## src/rtl/acq_seq_pkg.sv

```systemverilog
// Shared definitions for the acquisition step sequencer.
//   seq_state_e           : sequencer FSM state encoding
//   STEP_PULSE_CYCLES_DEF : default FD_STEP high time in CLK_MASTER cycles
//   min1()                : clamp an 8-bit tick count to at least 1
package acq_seq_pkg;

  typedef enum logic [2:0] {
    ST_IDLE,
    ST_START_ACQ,
    ST_WAIT_BEGIN,
    ST_WAIT_END,
    ST_STEP_HI,
    ST_STEP_GAP,
    ST_SETTLE,
    ST_FINISH
  } seq_state_e;

  localparam int STEP_PULSE_CYCLES_DEF = 16;

  function automatic logic [7:0] min1(input logic [7:0] v);
    return (v == 8'd0) ? 8'd1 : v;
  endfunction

endpackage

```

## src/rtl/acq_seq_tick_timer.sv

```systemverilog
// Counts 250us ticks down from a loaded value.
//   clk, rst_n : clock, async active-low reset
//   load, n    : load the tick count n (a tick in the load cycle is ignored)
//   tick       : one-cycle 250us strobe
//   done       : combinational; high when the count is already 0, or when
//                the tick that takes it from 1 to 0 is present this cycle
module acq_seq_tick_timer
  import acq_seq_pkg::*;
(
  input  logic       clk,
  input  logic       rst_n,
  input  logic       load,
  input  logic [7:0] n,
  input  logic       tick,
  output logic       done
);

  logic [7:0] cnt_q, cnt_d;

  always_comb begin
    cnt_d = cnt_q;
    if (load)                    cnt_d = n;
    else if (tick && cnt_q != 0) cnt_d = cnt_q - 8'd1;
  end

  always_ff @(posedge clk or negedge rst_n) begin
    if (!rst_n) cnt_q <= '0;
    else        cnt_q <= cnt_d;
  end

  assign done = (cnt_q == 8'd0) || (tick && cnt_q == 8'd1);

endmodule

```

## src/rtl/acq_step_sequencer.sv

```systemverilog
// Multi-track acquisition sequencer: for each track, start acquisition,
// wait for it to complete, then step the floppy head (1 or 2 pulses) with
// a tick-timed gap and settle before the next track.
//   CLK_MASTER, RESET_N : clock, async active-low reset
//   TICK_250US          : 250us strobe used for gap/settle timing
//   SEQ_GO / SEQ_ABORT  : start (latches config) / abort the sequence
//   TRACK_COUNT .. SETTLE_TIME : sequence configuration
//   ACQ_WAITING/ACQUIRING/SR_R_FULL : acquisition control status
//   ACQ_START/ACQ_ABORT : one-cycle strobes to acquisition control
//   FD_STEP, FD_DIR     : drive step pulse and direction
//   TRACK_NUM, BUSY, DONE, ERR_FULL : status (all registered)
module acq_step_sequencer
  import acq_seq_pkg::*;
#(
  parameter int STEP_PULSE_CYCLES = STEP_PULSE_CYCLES_DEF
) (
  input  logic       CLK_MASTER,
  input  logic       RESET_N,
  input  logic       TICK_250US,
  input  logic       SEQ_GO,
  input  logic       SEQ_ABORT,
  input  logic [7:0] TRACK_COUNT,
  input  logic       DOUBLE_STEP,
  input  logic       STEP_DIR,
  input  logic [7:0] STEP_RATE,
  input  logic [7:0] SETTLE_TIME,
  input  logic       ACQ_WAITING,
  input  logic       ACQ_ACQUIRING,
  input  logic       SR_R_FULL,
  output logic       ACQ_START,
  output logic       ACQ_ABORT,
  output logic       FD_STEP,
  output logic       FD_DIR,
  output logic [7:0] TRACK_NUM,
  output logic       BUSY,
  output logic       DONE,
  output logic       ERR_FULL
);

  localparam int PW = (STEP_PULSE_CYCLES > 1) ? $clog2(STEP_PULSE_CYCLES) : 1;
  localparam logic [PW-1:0] PULSE_LAST = PW'(STEP_PULSE_CYCLES - 1);

  seq_state_e    state_q, state_d;
  logic [7:0]    track_q, track_d, tc_q, tc_d, rate_q, rate_d, settle_q, settle_d;
  logic          dbl_q, dbl_d, dir_q, dir_d, done_q, done_d, err_q, err_d;
  logic          full_seen_q, full_seen_d;
  logic [1:0]    step_cnt_q, step_cnt_d;
  logic [PW-1:0] pulse_q, pulse_d;
  logic          acq_start_q, acq_abort_q, acq_abort_d, fd_step_q, busy_q;
  logic          tmr_load, tmr_done;
  logic [7:0]    tmr_n;
  logic          abort_hit;

  acq_seq_tick_timer u_tmr (
    .clk   (CLK_MASTER),
    .rst_n (RESET_N),
    .load  (tmr_load),
    .n     (tmr_n),
    .tick  (TICK_250US),
    .done  (tmr_done)
  );

  // Abort only acts on an active sequence; IDLE/FINISH ignore it.
  assign abort_hit = SEQ_ABORT && (state_q != ST_IDLE) && (state_q != ST_FINISH);

  always_comb begin
    state_d     = state_q;
    track_d     = track_q;
    tc_d        = tc_q;
    dbl_d       = dbl_q;
    dir_d       = dir_q;
    rate_d      = rate_q;
    settle_d    = settle_q;
    done_d      = done_q;
    err_d       = err_q;
    full_seen_d = full_seen_q;
    step_cnt_d  = step_cnt_q;
    pulse_d     = pulse_q;
    tmr_load    = 1'b0;
    tmr_n       = settle_q;
    acq_abort_d = 1'b0;
    unique case (state_q)
      ST_IDLE, ST_FINISH: begin
        if (SEQ_GO && !SEQ_ABORT) begin
          tc_d     = TRACK_COUNT;
          dbl_d    = DOUBLE_STEP;
          dir_d    = STEP_DIR;
          rate_d   = STEP_RATE;
          settle_d = SETTLE_TIME;
          done_d   = 1'b0;
          err_d    = 1'b0;
          track_d  = 8'd0;
          if (TRACK_COUNT == 8'd0) begin
            state_d = ST_FINISH;
            done_d  = 1'b1;
          end else begin
            state_d = ST_START_ACQ;
          end
        end
      end
      ST_START_ACQ: begin
        full_seen_d = 1'b0;
        state_d     = ST_WAIT_BEGIN;
      end
      ST_WAIT_BEGIN: begin
        if (SR_R_FULL) full_seen_d = 1'b1;
        if (ACQ_WAITING || ACQ_ACQUIRING) state_d = ST_WAIT_END;
      end
      ST_WAIT_END: begin
        if (SR_R_FULL) full_seen_d = 1'b1;
        if (!ACQ_WAITING && !ACQ_ACQUIRING) begin
          // RAM-full in this cycle counts as seen as well.
          if (full_seen_q || SR_R_FULL) begin
            state_d = ST_FINISH;
            err_d   = 1'b1;
            done_d  = 1'b0;
          end else if (track_q == tc_q - 8'd1) begin
            state_d = ST_FINISH;
            done_d  = 1'b1;
          end else begin
            state_d    = ST_STEP_HI;
            step_cnt_d = dbl_q ? 2'd2 : 2'd1;
            pulse_d    = PULSE_LAST;
          end
        end
      end
      ST_STEP_HI: begin
        if (pulse_q == '0) begin
          state_d  = ST_STEP_GAP;
          tmr_load = 1'b1;
          tmr_n    = min1(rate_q);
        end else begin
          pulse_d = pulse_q - PW'(1);
        end
      end
      ST_STEP_GAP: begin
        if (tmr_done) begin
          step_cnt_d = step_cnt_q - 2'd1;
          if (step_cnt_q != 2'd1) begin
            state_d = ST_STEP_HI;
            pulse_d = PULSE_LAST;
          end else begin
            state_d  = ST_SETTLE;
            tmr_load = 1'b1;
            tmr_n    = settle_q;
          end
        end
      end
      ST_SETTLE: begin
        if (tmr_done) begin
          track_d = track_q + 8'd1;
          state_d = ST_START_ACQ;
        end
      end
      default: state_d = ST_IDLE;
    endcase
    if (abort_hit) begin
      state_d     = ST_IDLE;
      done_d      = 1'b0;
      err_d       = 1'b0;
      track_d     = track_q;
      tmr_load    = 1'b0;
      acq_abort_d = 1'b1;
    end
  end

  always_ff @(posedge CLK_MASTER or negedge RESET_N) begin
    if (!RESET_N) begin
      state_q     <= ST_IDLE;
      track_q     <= '0;
      tc_q        <= '0;
      dbl_q       <= 1'b0;
      dir_q       <= 1'b0;
      rate_q      <= '0;
      settle_q    <= '0;
      done_q      <= 1'b0;
      err_q       <= 1'b0;
      full_seen_q <= 1'b0;
      step_cnt_q  <= '0;
      pulse_q     <= '0;
      acq_start_q <= 1'b0;
      acq_abort_q <= 1'b0;
      fd_step_q   <= 1'b0;
      busy_q      <= 1'b0;
    end else begin
      state_q     <= state_d;
      track_q     <= track_d;
      tc_q        <= tc_d;
      dbl_q       <= dbl_d;
      dir_q       <= dir_d;
      rate_q      <= rate_d;
      settle_q    <= settle_d;
      done_q      <= done_d;
      err_q       <= err_d;
      full_seen_q <= full_seen_d;
      step_cnt_q  <= step_cnt_d;
      pulse_q     <= pulse_d;
      // Strobes/levels registered from the next state so they align with it.
      acq_start_q <= (state_d == ST_START_ACQ);
      acq_abort_q <= acq_abort_d;
      fd_step_q   <= (state_d == ST_STEP_HI);
      busy_q      <= (state_d != ST_IDLE) && (state_d != ST_FINISH);
    end
  end

  assign ACQ_START = acq_start_q;
  assign ACQ_ABORT = acq_abort_q;
  assign FD_STEP   = fd_step_q;
  assign FD_DIR    = dir_q;
  assign TRACK_NUM = track_q;
  assign BUSY      = busy_q;
  assign DONE      = done_q;
  assign ERR_FULL  = err_q;

endmodule

```

## config.mk

```make
export PLATFORM = sky130hd
export DESIGN_NAME = acq_step_sequencer
export DESIGN_NICKNAME = d
export VERILOG_FILES = /design/src/rtl/acq_seq_pkg.sv /design/src/rtl/acq_seq_tick_timer.sv /design/src/rtl/acq_step_sequencer.sv
export SDC_FILE = /design/constraint.sdc
export NUM_CORES = 1
export LEC_CHECK = 0
export BUFFER_PORTS_ARGS = -buffer_cell sky130_fd_sc_hd__clkbuf_2
export CAP_MARGIN = 20
export CELL_PAD_IN_SITES_DETAIL_PLACEMENT = 0
export CELL_PAD_IN_SITES_GLOBAL_PLACEMENT = 2
export CORE_UTILIZATION = 33
export CTS_CLUSTER_DIAMETER = 200
export DETAILED_ROUTE_END_ITERATION = 10
export PLACE_DENSITY_LB_ADDON = 0.1
export SYNTH_ARGS = -nofsm -noshare
export SYNTH_HDL_FRONTEND = slang
export SYNTH_SLANG_ARGS = --single-unit
```

## constraint.sdc

```tcl
create_clock -name CLK_MASTER -period 2.2 [get_ports CLK_MASTER]
set_clock_uncertainty 0.05 [all_clocks]
set_input_delay 0.22 -clock CLK_MASTER [delete_from_list [all_inputs] [get_ports CLK_MASTER]]
set_output_delay 0.22 -clock CLK_MASTER [all_outputs]
set_load 0.01 [all_outputs]
```

==> flow_summary.yaml, run 1 <==
status:
  status: "complete, no violations"
worst_hold_path:
  holdPathStages: 2
  hold_end: "rate_q[3]"
  min-delay-start: "STEP_RATE[3]"
  min_path_type: "in2reg"
synth:
  syn_area_um2: 3330
  yosys-top-cells-count: "dfrtp_1, nor2_1, mux2_2"
  synth_cells: 331
  synth_cell_types: 59
  synth.most_common_cell: "dfrtp_1"
  async_flop_share: 1.00
  synthTopCellsByArea: "dfrtp_1, mux2_2, nor2_1"
  synth_ff_type: "dfrtp_1"
  synth_warnings: 0
  syn_area_per_cell_um2: 10.1
  ys_ff_latch: 58
  synth_edf_count: 0
  synth.top_cell.area_share: 0.436
  yosysSeqAreaShare: 0.436
  synth_top_cell_by_area: "dfrtp_1"
  synth_fp_nets: 372
pwr:
  powerDensity_nw_per_um2: 1060
  p_clk_frac: 0.258
  p_comb_frac: 0.360
  power.internal_mw: 2.93
  power.leakage_nw: 1.90
  p_sw_mw: 1.49
  netSwitchingFraction: 0.338
  seqPwrFrac: 0.382
  peakVddDrop_uv: 469
cells_and_area:
  nNetsFinal: 448
  num_antenna_cells: 0
  syn2layout_area_growth_pct: 25.8
  layout-drive-gt1-share: 0.359
  nFillCells: 988
  stdcell_count: 545
  final_util: 0.429
sta:
  maxSlewViolCount: 0
  max_clock_freq_mhz: 471
  setup_viol: 0
  finalCriticalPeriod_ps: 2120
  fin_crit_sh: 0.965
  hold_violations: 0
  rsz0062_at_grt: "true"
  max-slew-margin-rel: 0.551
  worstMarginPinSlew_ps: 673
clock_tree:
  cts_tree: "yes"
  h-tree-depth: 3
  clk_latency_ps: 340
  clock_sinks: 58
  ctsRootBufferMaster: "clkbuf_8"
  cts_max_path_buffers: 2
  cts_buffers: 9
  clkTransAtPathRegs_ps: 80
placed_design:
  io_buffer_count: 48
  dp_hpwl_um: 5770
  dp.cells: 527
  gp_congestion: 0.732
routing:
  postRouteAntennaNets: 0
  drtPass1Iterations: 4
  drc: 0
  viasPerCell: 4.90
  wl_per_cell_um: 14.2
  num_vias: 2671
  first_iter_violations: 90
  routed_wl_um: 7760
global_route:
  grt_pass1_wl_um: 12900
  grt_max_degree: 38
  antenna_found_initial: 0
  grt_use_total: 0.162
  grt_pass1_vias: 2533
  overflow: 0
worst_setup_path:
  reg2reg_depth: 8
  r2r_start: "tc_q[0]"
  rr_endpoint: "DONE"
  reg2reg_setup_slack_ps: 80
  worstPathRequired_ps: 2360
  cp.arrival_ps: 2280
  crit_path_start_kind: "flip-flop"
  crit_path_end_kind: "flip-flop"
  critical_path_class: "reg2reg"
  crit_fanout: 5
floorplan:
  start_util: 0.341
  num_rows: 36
  core_um2: 9770
  fp.dieH_um: 102
  ios: 49
  die_w_um: 102
  die-area_um2: 10500
flow_run:
  max_cap_viol_count: 0
[what timing repair did]
item                                   in CTS  in global routing
endpoints found under the hold margin      21                  0
hold buffers                                1                  0
setup endpoints to repair                   1                 12
cloned                                      0                  0
buffers inserted                            1                  0
pin swaps                                   2                  4
resized for setup                           0                 17
[power by group through the flow]
stage,logic [mW],clock network [mW],registers [mW]
finish,1.59,1.14,1.69
floorplan,1.04,0,1.67
CTS,1.52,1.18,1.68
global route,1.81,1.23,1.75
detailed placement,1.51,0,1.71
global placement,1.49,0,1.70
[flip-flops by register name, indices dropped and copies added, names as in the netlist, 2 cells and up]
signal	cells
step_cnt_q	2
state_q	3
tc_q	8
settle_q	8
u_tmr.cnt_q	8
TRACK_NUM	8
rate_q	8
pulse_q	4
[how the worst max path moves through the flow]
| stage | slack (ps) | to | cells after the start | start |
|---|---|---|---|---|
| 2_1_floorplan | 40 | DONE | 8 | tc_q[0] |
| 3_3_place_gp | 40 | ACQ_START | 10 | u_tmr.cnt_q[0] |
| 3_5_place_dp | -30 | DONE | 8 | tc_q[1] |
| 4_1_cts | 7 | DONE | 8 | tc_q[1] |
| 5_1_grt | -10 | DONE | 8 | tc_q[4] |
| 6_report | 80 | DONE | 8 | tc_q[0] |
[metrics by stage]
stage | TNS [ps] | hold slack [ps] | setup WS (ps) | power (mW) | instance area, um2
floorplan | 0 | -126 | 41.5 | 2.71 | 3330
global placement | 0 | 237 | 36.3 | 3.19 | 3880
detailed placement | -31.3 | 240 | -31.3 | 3.21 | 3880
CTS | 0 | 48.0 | 6.88 | 4.39 | 4120
global route | -9.92 | 44.1 | -9.92 | 4.78 | 4190
finish | 0 | 62.9 | 77.8 | 4.42 | 4190
[routing by layer]
| layer | GRT usage | wire length (um) | vias up | share of wire |
|---|---|---|---|---|
| met5 | 0 | 0 | - | 0 |
| met4 | 0.0429 | 48 | 0 | 0.0062 |
| met3 | 0.0404 | 369 | 4 | 0.048 |
| met2 | 0.235 | 3420 | 52 | 0.44 |
| met1 | 0.237 | 3920 | 1269 | 0.51 |
| li1 | - | - | 1346 | - |
[kinds of logic after synthesis]
group,synth area share
mux,0.110
compound gates,0.142
fa+ha+maj,0.0263
xor+xnor,0.0526
simple gates,0.188
buf+inv,0.0454
flops,0.436
[cell type report]
class / instances / area, um2 / share of cell area
Clock buffer: 10 / 138 / 0.0328
Clock inverter: 6 / 90.1 / 0.0215
Multi-Input combinational cell: 248 / 1790 / 0.428
Sequential cell: 58 / 1450 / 0.347
Inverter: 12 / 45.0 / 0.0107
Tap cell: 133 / 166 / 0.0397
Timing Repair Buffer: 78 / 505 / 0.121
[critical path, stage by stage (launching register included)]
cell     delay [ps]
dfrtp_1         340
inv_1            80
ha_4            180
or3_4           390
a31oi_4         180
and3_4          220
a21oi_4          80
a21oi_2         140
mux2_1          330
[placed cells by master, fill, tap and decap left out, types with 3 or more instances in the layout]
master / count
a21oi_1: 18
a21oi_2: 3
a31oi_1: 3
and2_1: 3
and3_1: 4
buf_12: 3
buf_4: 26
clkbuf_2: 48
clkbuf_8: 10
dfrtp_1: 57
ha_1: 6
inv_1: 11
mux2_2: 29
mux2i_1: 3
nand2_1: 20
nand2b_1: 4
nand3_1: 5
nand4_1: 3
nor2_1: 35
nor2b_1: 4
nor3_1: 17
nor3b_1: 3
o21ai_0: 12
o21ai_1: 4
o22ai_1: 4
or3_4: 3
xnor2_1: 13
xor2_1: 7
Power figures use the tool's default switching activity.
==> run 2: changes to the inputs <==
clock period = 1.9 ns   (was 2.2 ns; I/O delays follow)
==> run 2 against run 1 <==
Net effect:
- the run now ends with setup timing left
- count of clock-buffer cells in the layout shrank 1
- sequential power grew 14%
- die area is the same
- final area grew 13%
- highest routed layer unchanged
- total power grew 25%
- clock power grew 4%
- sequential share of layout area shrank 3.9 points
- global-route usage grew 0.52 points
==> flow_summary.yaml, run 2 (synthesis gave the netlist of run 1 again) <==
cells_and_area:
  layout-drive-gt1-share: 0.485
  num_antenna_cells: 0
  nNetsFinal: 498
  syn2layout_area_growth_pct: 41.6
  final_util: 0.482
  final_common_cell: "buf_4"
  layout_common_cells: "buf_4, dfrtp_1, clkbuf_2"
clock_tree:
  clkTransAtPathRegs_ps: 80
  cts_buffers: 9
  ctsRootBufferMaster: "clkbuf_8"
  cts_tree: "yes"
  cts_max_path_buffers: 2
  h-tree-depth: 3
  clk_latency_ps: 340
  clock_sinks: 58
pwr:
  peakVddDrop_uv: 472
  powerDensity_nw_per_um2: 1180
  finalPower_mw: 5.54
  power.leakage_nw: 2.16
routing:
  routed_wl_um: 8370
  viasPerCell: 4.82
  first_iter_violations: 139
  drtPass1Iterations: 4
  num_vias: 2866
  drc: 0
  postRouteAntennaNets: 0
  wl_per_cell_um: 14.1
sta:
  finalCriticalPeriod_ps: 2040
  rsz0062_at_grt: "true"
  max-slew-margin-rel: 0.708
  max_clock_freq_mhz: 491
  worstMarginPinSlew_ps: 433
  setup_ws_ps: -138
  maxSlewViolCount: 0
  hold_violations: 0
  setup_viol: 20
  final.setup.tns_ps: -1650
  fin_crit_sh: 1.07
worst_setup_path:
  slowest_stage: "dfrtp_1"
  cp.arrival_ps: 2220
  max_stage_delay_ps: 390
  critical_path_class: "reg2reg"
  crit_fanout: 3
  path_delay_family: "compound AO/OA/AOI/OAI gates"
  critPathBufInv: 1
  crit_path_end_kind: "flip-flop"
  worstPathRequired_ps: 2080
  crit_path_start_kind: "flip-flop"
  path_cells: "buf_4 > xnor2_1 > a31oi_2 > a31oi_4 > and3_4 > a21oi_4 > a21oi_2 > mux2_4"
status:
  status: "complete, but fails checks"
  violations: "setup timing"
flow_run:
  max_cap_viol_count: 0
placed_design:
  gp_congestion: 0.746
  io_buffer_count: 48
  dp_hpwl_um: 6090
global_route:
  antenna_found_initial: 0
  grt_use_total: 0.167
  grt_pass1_wl_um: 13200
  overflow: 0
  grt_max_degree: 59
  grt_pass1_vias: 2757
worst_hold_path:
  min_path_type: "in2reg"
floorplan:
  ios: 49
  start_util: 0.341
  core_um2: 9770
  die-area_um2: 10500
  num_rows: 36
  die_w_um: 102
  fp.dieH_um: 102
## run 2: through the flow
step                setup WS, ps  hold slack [ps]  area [um2]  cells
detailed placement          -213              178        4220    571
global route                -250             12.5        4720    595
finish                      -138             20.3        4720    595
floorplan                   -163             -156        3340    331
global placement            -197              177        4220    571
CTS                         -164             9.13        4560    593
## run 2: final cells by class
class	count	area, um2
Inverter	12	45.0
Multi-Input combinational cell	248	1940
Clock inverter	7	77.6
Tap cell	133	166
Timing Repair Buffer	128	913
Clock buffer	9	124
Sequential cell	58	1450
Fill cell	956	5060
## run 2: worst paths after layout
| check | endpoint | from | slack [ps] | depth (start not counted) |
|---|---|---|---|---|
| worst max-delay path | DONE | tc_q[4] | -140 | 8 |
| worst min-delay path | settle_q[6] | SETTLE_TIME[6] | 20 | 2 |
| worst max register to register | DONE | tc_q[4] | -140 | 8 |
| worst min register to register | settle_q[4] | settle_q[4] | 460 | 1 |
| max in group asynchronous | ACQ_ABORT | RESET_N | 1190 | 3 |
| min in group asynchronous | pulse_q[2] | RESET_N | 330 | 3 |
## run 2: layer usage
layer	wire [um]	track usage
met5	0	0
met4	152	0.0659
met2	3670	0.253
met3	340	0.0363
met1	4210	0.231
## run 2: what timing repair did
action,4_1_cts,5_1_grt
hold buffers,1,0
buffers inserted,5,1
pin swaps,14,13
resized for setup,22,27
gates cloned,0,1
hold endpoints to repair,58,0
endpoints found under the setup margin,24,25
## run 2: worst register-to-register path, stage by stage (launching register included)
cell	delay [ps]
dfrtp_1	390
buf_4	150
xnor2_1	340
a31oi_2	100
a31oi_4	160
and3_4	220
a21oi_4	70
a21oi_2	150
mux2_4	310
## run 2: power breakdown
| group | internal [mW] | total (mW) | leakage (nW) | switching, mW |
|---|---|---|---|---|
| Sequential | 1.64 | 1.92 | 0.713 | 0.273 |
| Combinational | 1.35 | 2.44 | 1.35 | 1.09 |
| Clock | 0.616 | 1.18 | 0.100 | 0.569 |
